===== src/rtl/regfile_write_arbiter.sv =====
// Write-port controller for RegisterFile: round-robin req/ack arbitration between
// two requesters plus a zero-fill sweep of entries 1..2^M-1 after reset or on clear_req.
module regfile_write_arbiter #(
  parameter int M = 3,
  parameter int N = 4
) (
  input  logic         CLK100MHZ,
  input  logic         reset_n,
  input  logic         clear_req,
  output logic         busy,
  input  logic         req_a,
  input  logic [M-1:0] addr_a,
  input  logic [N-1:0] data_a,
  output logic         ack_a,
  input  logic         req_b,
  input  logic [M-1:0] addr_b,
  input  logic [N-1:0] data_b,
  output logic         ack_b,
  output logic         we,
  output logic [M-1:0] wa,
  output logic [N-1:0] wd
);

  typedef enum logic {CLEAR, ARB} state_e;
  typedef enum logic {SEL_A, SEL_B} sel_e;

  localparam logic [M-1:0] FIRST_ADDR = M'(1);
  localparam logic [M-1:0] LAST_ADDR  = '1;

  state_e       state, state_next;
  logic [M-1:0] counter, counter_next;
  sel_e         last_grant, last_grant_next;

  logic         elig_a, elig_b;
  logic         grant_a, grant_b;
  logic         we_next, ack_a_next, ack_b_next, busy_next;
  logic [M-1:0] wa_next;
  logic [N-1:0] wd_next;

  // A requester whose ack is currently high is still dropping req, so it is not eligible.
  assign elig_a  = req_a & ~ack_a;
  assign elig_b  = req_b & ~ack_b;
  assign grant_a = (state == ARB) & ~clear_req & elig_a & (~elig_b | (last_grant == SEL_B));
  assign grant_b = (state == ARB) & ~clear_req & elig_b & ~grant_a;

  // State register together with the registered outputs.
  always_ff @(posedge CLK100MHZ or negedge reset_n) begin
    if (!reset_n) begin
      state      <= CLEAR;
      counter    <= FIRST_ADDR;
      last_grant <= SEL_B;
      we         <= 1'b0;
      wa         <= '0;
      wd         <= '0;
      ack_a      <= 1'b0;
      ack_b      <= 1'b0;
      busy       <= 1'b1;
    end else begin
      // NOTE: non-blocking assignments so every register samples pre-edge values.
      state      <= state_next;
      counter    <= counter_next;
      last_grant <= last_grant_next;
      we         <= we_next;
      wa         <= wa_next;
      wd         <= wd_next;
      ack_a      <= ack_a_next;
      ack_b      <= ack_b_next;
      busy       <= busy_next;
    end
  end

  // Next-state logic.
  always_comb begin
    // NOTE: defaults first so no path leaves a variable unassigned (no latch).
    state_next      = state;
    counter_next    = counter;
    last_grant_next = last_grant;
    case (state)
      CLEAR: begin
        counter_next = counter + FIRST_ADDR;
        if (counter == LAST_ADDR) state_next = ARB;
      end
      ARB: begin
        if (clear_req) begin
          state_next   = CLEAR;
          counter_next = FIRST_ADDR;
        end
      end
      default: state_next = CLEAR;
    endcase
    if (grant_a)      last_grant_next = SEL_A;
    else if (grant_b) last_grant_next = SEL_B;
  end

  // Output logic; results are registered above so no input reaches an output combinationally.
  always_comb begin
    we_next    = 1'b0;
    wa_next    = wa;
    wd_next    = wd;
    ack_a_next = grant_a;
    ack_b_next = grant_b;
    // Stays high through the last sweep write and rises on the clear_req edge itself.
    busy_next  = (state == CLEAR) | (state_next == CLEAR);
    if (state == CLEAR) begin
      we_next = 1'b1;
      wa_next = counter;
      wd_next = '0;
    end else if (grant_a) begin
      we_next = (addr_a != '0);
      wa_next = addr_a;
      wd_next = data_a;
    end else if (grant_b) begin
      we_next = (addr_b != '0);
      wa_next = addr_b;
      wd_next = data_b;
    end
  end

endmodule

===== config.mk =====
export PLATFORM = sky130hd
export DESIGN_NAME = regfile_write_arbiter
export DESIGN_NICKNAME = d
export VERILOG_FILES = /design/src/rtl/regfile_write_arbiter.sv
export SDC_FILE = /design/constraint.sdc
export NUM_CORES = 1
export LEC_CHECK = 0
export ABC_AREA = 0
export BUFFER_PORTS_ARGS = -buffer_cell sky130_fd_sc_hd__buf_2
export CAP_MARGIN = 20
export CORE_MARGIN = 2
export CORE_UTILIZATION = 40
export CTS_BUF_LIST = sky130_fd_sc_hd__clkbuf_4 sky130_fd_sc_hd__clkbuf_8
export DETAILED_ROUTE_END_ITERATION = 10
export GPL_TIMING_DRIVEN = 0
export PLACE_DENSITY = 0.72
export SYNTH_ARGS = -nofsm -noshare
export SYNTH_HDL_FRONTEND = slang
export SYNTH_SLANG_ARGS = --single-unit

===== constraint.sdc =====
create_clock -name CLK100MHZ -period 1.73 [get_ports CLK100MHZ]
set_input_delay 0 -clock CLK100MHZ [delete_from_list [all_inputs] [get_ports CLK100MHZ]]
set_output_delay 0 -clock CLK100MHZ [all_outputs]
set_load 0.01 [all_outputs]

==> reports/qor.txt <==
Layout cells sized above 1 - 0.344
Htree depth - 1
Met2 GRT Util - 0.341
Final GP Congestion - 0.763
Synth top area cells - dfrtp_1 (42%), dfstp_2 (10%), nor3_1 (5.2%), nand3_1 (3.9%), a21oi_1 (3.3%)
Post-CTS Setup Bufs - 0
Number of synthesized flops with an enable pin - 0
Sequential-to-total area share from yosys stat - 0.526
Post-Route WL - 1.88 mm
Int Power - 845 µW
Skew-Pair Late Insertion Delay - 0.28 ns
Post-CTS Resized - 0
Area fraction of the dominant cell type after synthesis - 0.423
Top post-synthesis cells by count - dfrtp_1 (13), nor3_1 (8), nand2_1 (6), nand3_1 (6)
Fmax - 0.691 GHz
Syn_nets - 99
CP cell instances - nand2b_4, o211ai_4, inv_2, nor3_1, nor3_1
#FFs+latches synth - 16
Overflow left after global routing - 0
Switch share - 0.345
Worst EP required - 1.90 ns
Setup crit end kind - flop
Worst-path fanout max - 10
DR pass1 iterations - 4
Crit share post-route - 0.836
Ys Warns - 0
Final Hold Viols - 0
Most used routing layer - met2
Cell area power density - 1160 mW/mm²
Final setup violating endpoints - 0
Area growth from synthesis to layout - 45.1%
Routed vias/inst - 4.99
NumNets Final - 147
Post-DP Area - 945 µm²
Root Driver - clkbuf_4
Crit Path Class - flop to flop
Part of the power in combinational logic - 0.350
Initial Util - 0.435
Clock-pin slew on the worst setup and hold paths - 0.09 ns
Run status - completed
CP arrival - 1.62 ns
Maxcap violations - 0
Count leader, synth - dfrtp_1
Pleak - 0.000524 µW
Psw - 444 µW
CTS tree - done
Slew Limit Fails - 0
Post-DR wirelength/cell - 12.5 µm
DRC viols - 0
Clock Sinks - 16
Vias in the first global route - 732
Detail Route Antenna Nets - 0
Syn Inst Count - 78
Die Area - 0.00229 mm²
Worst hold slack - 0.00835 ns
Post-Syn Area - 768 µm²
Row count - 15
Worst Hold Class - input pin to flop
Die width - 47.8 µm
Die height - 47.8 µm
Critical Path Slowest Stage Cell - dfrtp_1
Global Route met3 Usage - 0.0264
Post-synth cell types - 26
Dpl hpwl - 1.28 mm
Final total power - 1290 µW
Crit path buffers/inverters - 1
Finished Cell Area - 0.00111 mm²
Crit path launch type - flop
Crit-path max cell delay - 0.40 ns
Tmin final - 1.45 ns
N_diodes - 0
Maximum VDD drop - 0.670 mV
CTS Buffer Depth - 2
Setup TNS - 0 ns
Layout fillers - 158
Ports - 30
RSZ-0062 raised after global routing - no
First-pass GRT wire length - 3.11 mm
Buffers on Ports - 29
Syn avg cell area - 9.85 µm²
First-iteration detailed-routing DRC count - 18
Clock Power Share - 0.168
Final Core Density - 0.632
Least-Margin Pin Slew - 0.383 ns
Delay-heaviest family, CP - simple AND/OR/NAND/NOR gates
Most common cell on crit path - nor3_1
Total track usage - 0.193
Relative slew slack - 0.742
Yosys top cell by area - dfrtp_1
Post-synth ARST share - 1.00
Initial antenna violation count - 0
Clock buffer count from CTS - 3
Core outline area - 0.00176 mm²
Reg power frac - 0.481
Via count - 749
Global routing usage on met1 - 0.248
Main synth FF type - dfrtp_1
Largest net degree at the start of global routing - 17
Skew final - 0.00401 ns
-- registers in the layout (all words and copies together) (netlist names) --
name and cells:
busy 1, state 1, we 1, ack_a 1, last_grant 1, ack_b 1
wa 3, counter 3, wd 4
-- worst reg2reg max path, delay by kind of cell (launching register included) --
kind,cells,cell delay [ns]
and+or+nand+nor,3,0.47
DFF,1,0.40
AOI/OAI and AO/OA,1,0.31
buffers and inverters,1,0.17
-- layout make-up --
cell class | instances | area, µm² | share of cell area
repair buffers | 43 | 285 | 0.256
multi-input cells | 54 | 334 | 0.300
clock buffers | 4 | 30.0 | 0.0269
well taps | 25 | 31.3 | 0.0281
flip-flops and latches | 16 | 404 | 0.363
plain buffers | 1 | 3.75 | 0.00337
inverters | 7 | 26.3 | 0.0236
-- final timing paths --
check,start,depth (start not counted),endpoint,slack (ns)
worst max-delay path,ack_b,5,wd[0],0.28
worst min-delay path,data_b[1],3,wd[1],0.008
worst max register to register,ack_b,5,wd[0],0.28
worst min register to register,counter[2],2,counter[2],0.53
max in group asynchronous,reset_n,2,last_grant,1.27
min in group asynchronous,reset_n,2,wd[3],0.16
-- layer usage --
layer | share of wire | vias up
met3 | 0.045 | 2
met4 | 0.0069 | 0
li1 | - | 371
met2 | 0.50 | 26
met1 | 0.45 | 350
met5 | 0 | -
-- what timing repair did --
item | 4_1_cts | 5_1_grt
setup endpoints to repair | 0 | 0
hold endpoints to repair | 24 | 0
hold buffers | 14 | 0
-- cells by family (layout without fill, tap and decap cells) --
group | count (synthesis) | count (layout) | synth area share
AO/OA/AOI/OAI | 17 | 17 | 0.161
flip-flops | 16 | 16 | 0.526
buffers and inverters | 8 | 55 | 0.0391
AND/OR/NAND/NOR | 35 | 35 | 0.241
adder cells (fa/ha/maj) | 2 | 2 | 0.0326
-- through the flow --
stage | worst slack, ns | instances
2_1_floorplan | 0.436 | 78
3_3_place_gp | 0.345 | 132
3_5_place_dp | 0.306 | 132
4_1_cts | 0.307 | 150
5_1_grt | 0.152 | 150
6_report | 0.283 | 150
-- power by group through the flow --
stage | Clock, µW | Combinational [µW] | Sequential (µW)
2_1_floorplan | 0 | 230 | 654
3_3_place_gp | 0 | 419 | 622
3_5_place_dp | 0 | 429 | 629
4_1_cts | 220 | 453 | 621
5_1_grt | 231 | 522 | 640
6_report | 217 | 451 | 620
-- cell usage in the layout, fill, tap and decap left out --
master	netlist	routed
buf_2	0	29
dlygate4sd3_1	0	14
dfrtp_1	13	13
nor3_1	8	8
nand2_1	6	6
nand3_1	6	6
nor2_1	5	5
inv_1	5	5
o21ai_0	5	5
a21oi_1	5	5
clkbuf_4	0	4
dfstp_2	3	3
inv_2	2	2
nor2b_1	2	2
nand2b_1	2	2
o2111ai_1	2	2
ha_1	2	2
and2b_4	1	1
nand2b_4	1	1
o211ai_4	1	1
clkbuf_1	1	1
nor2_2	1	1
or3_1	1	1
nor4_1	1	1
o21ai_1	1	1
a21oi_4	1	1
o22ai_1	1	1
o21a_1	1	1
nand4_1	1	1
Power figures use the tool's default switching activity.
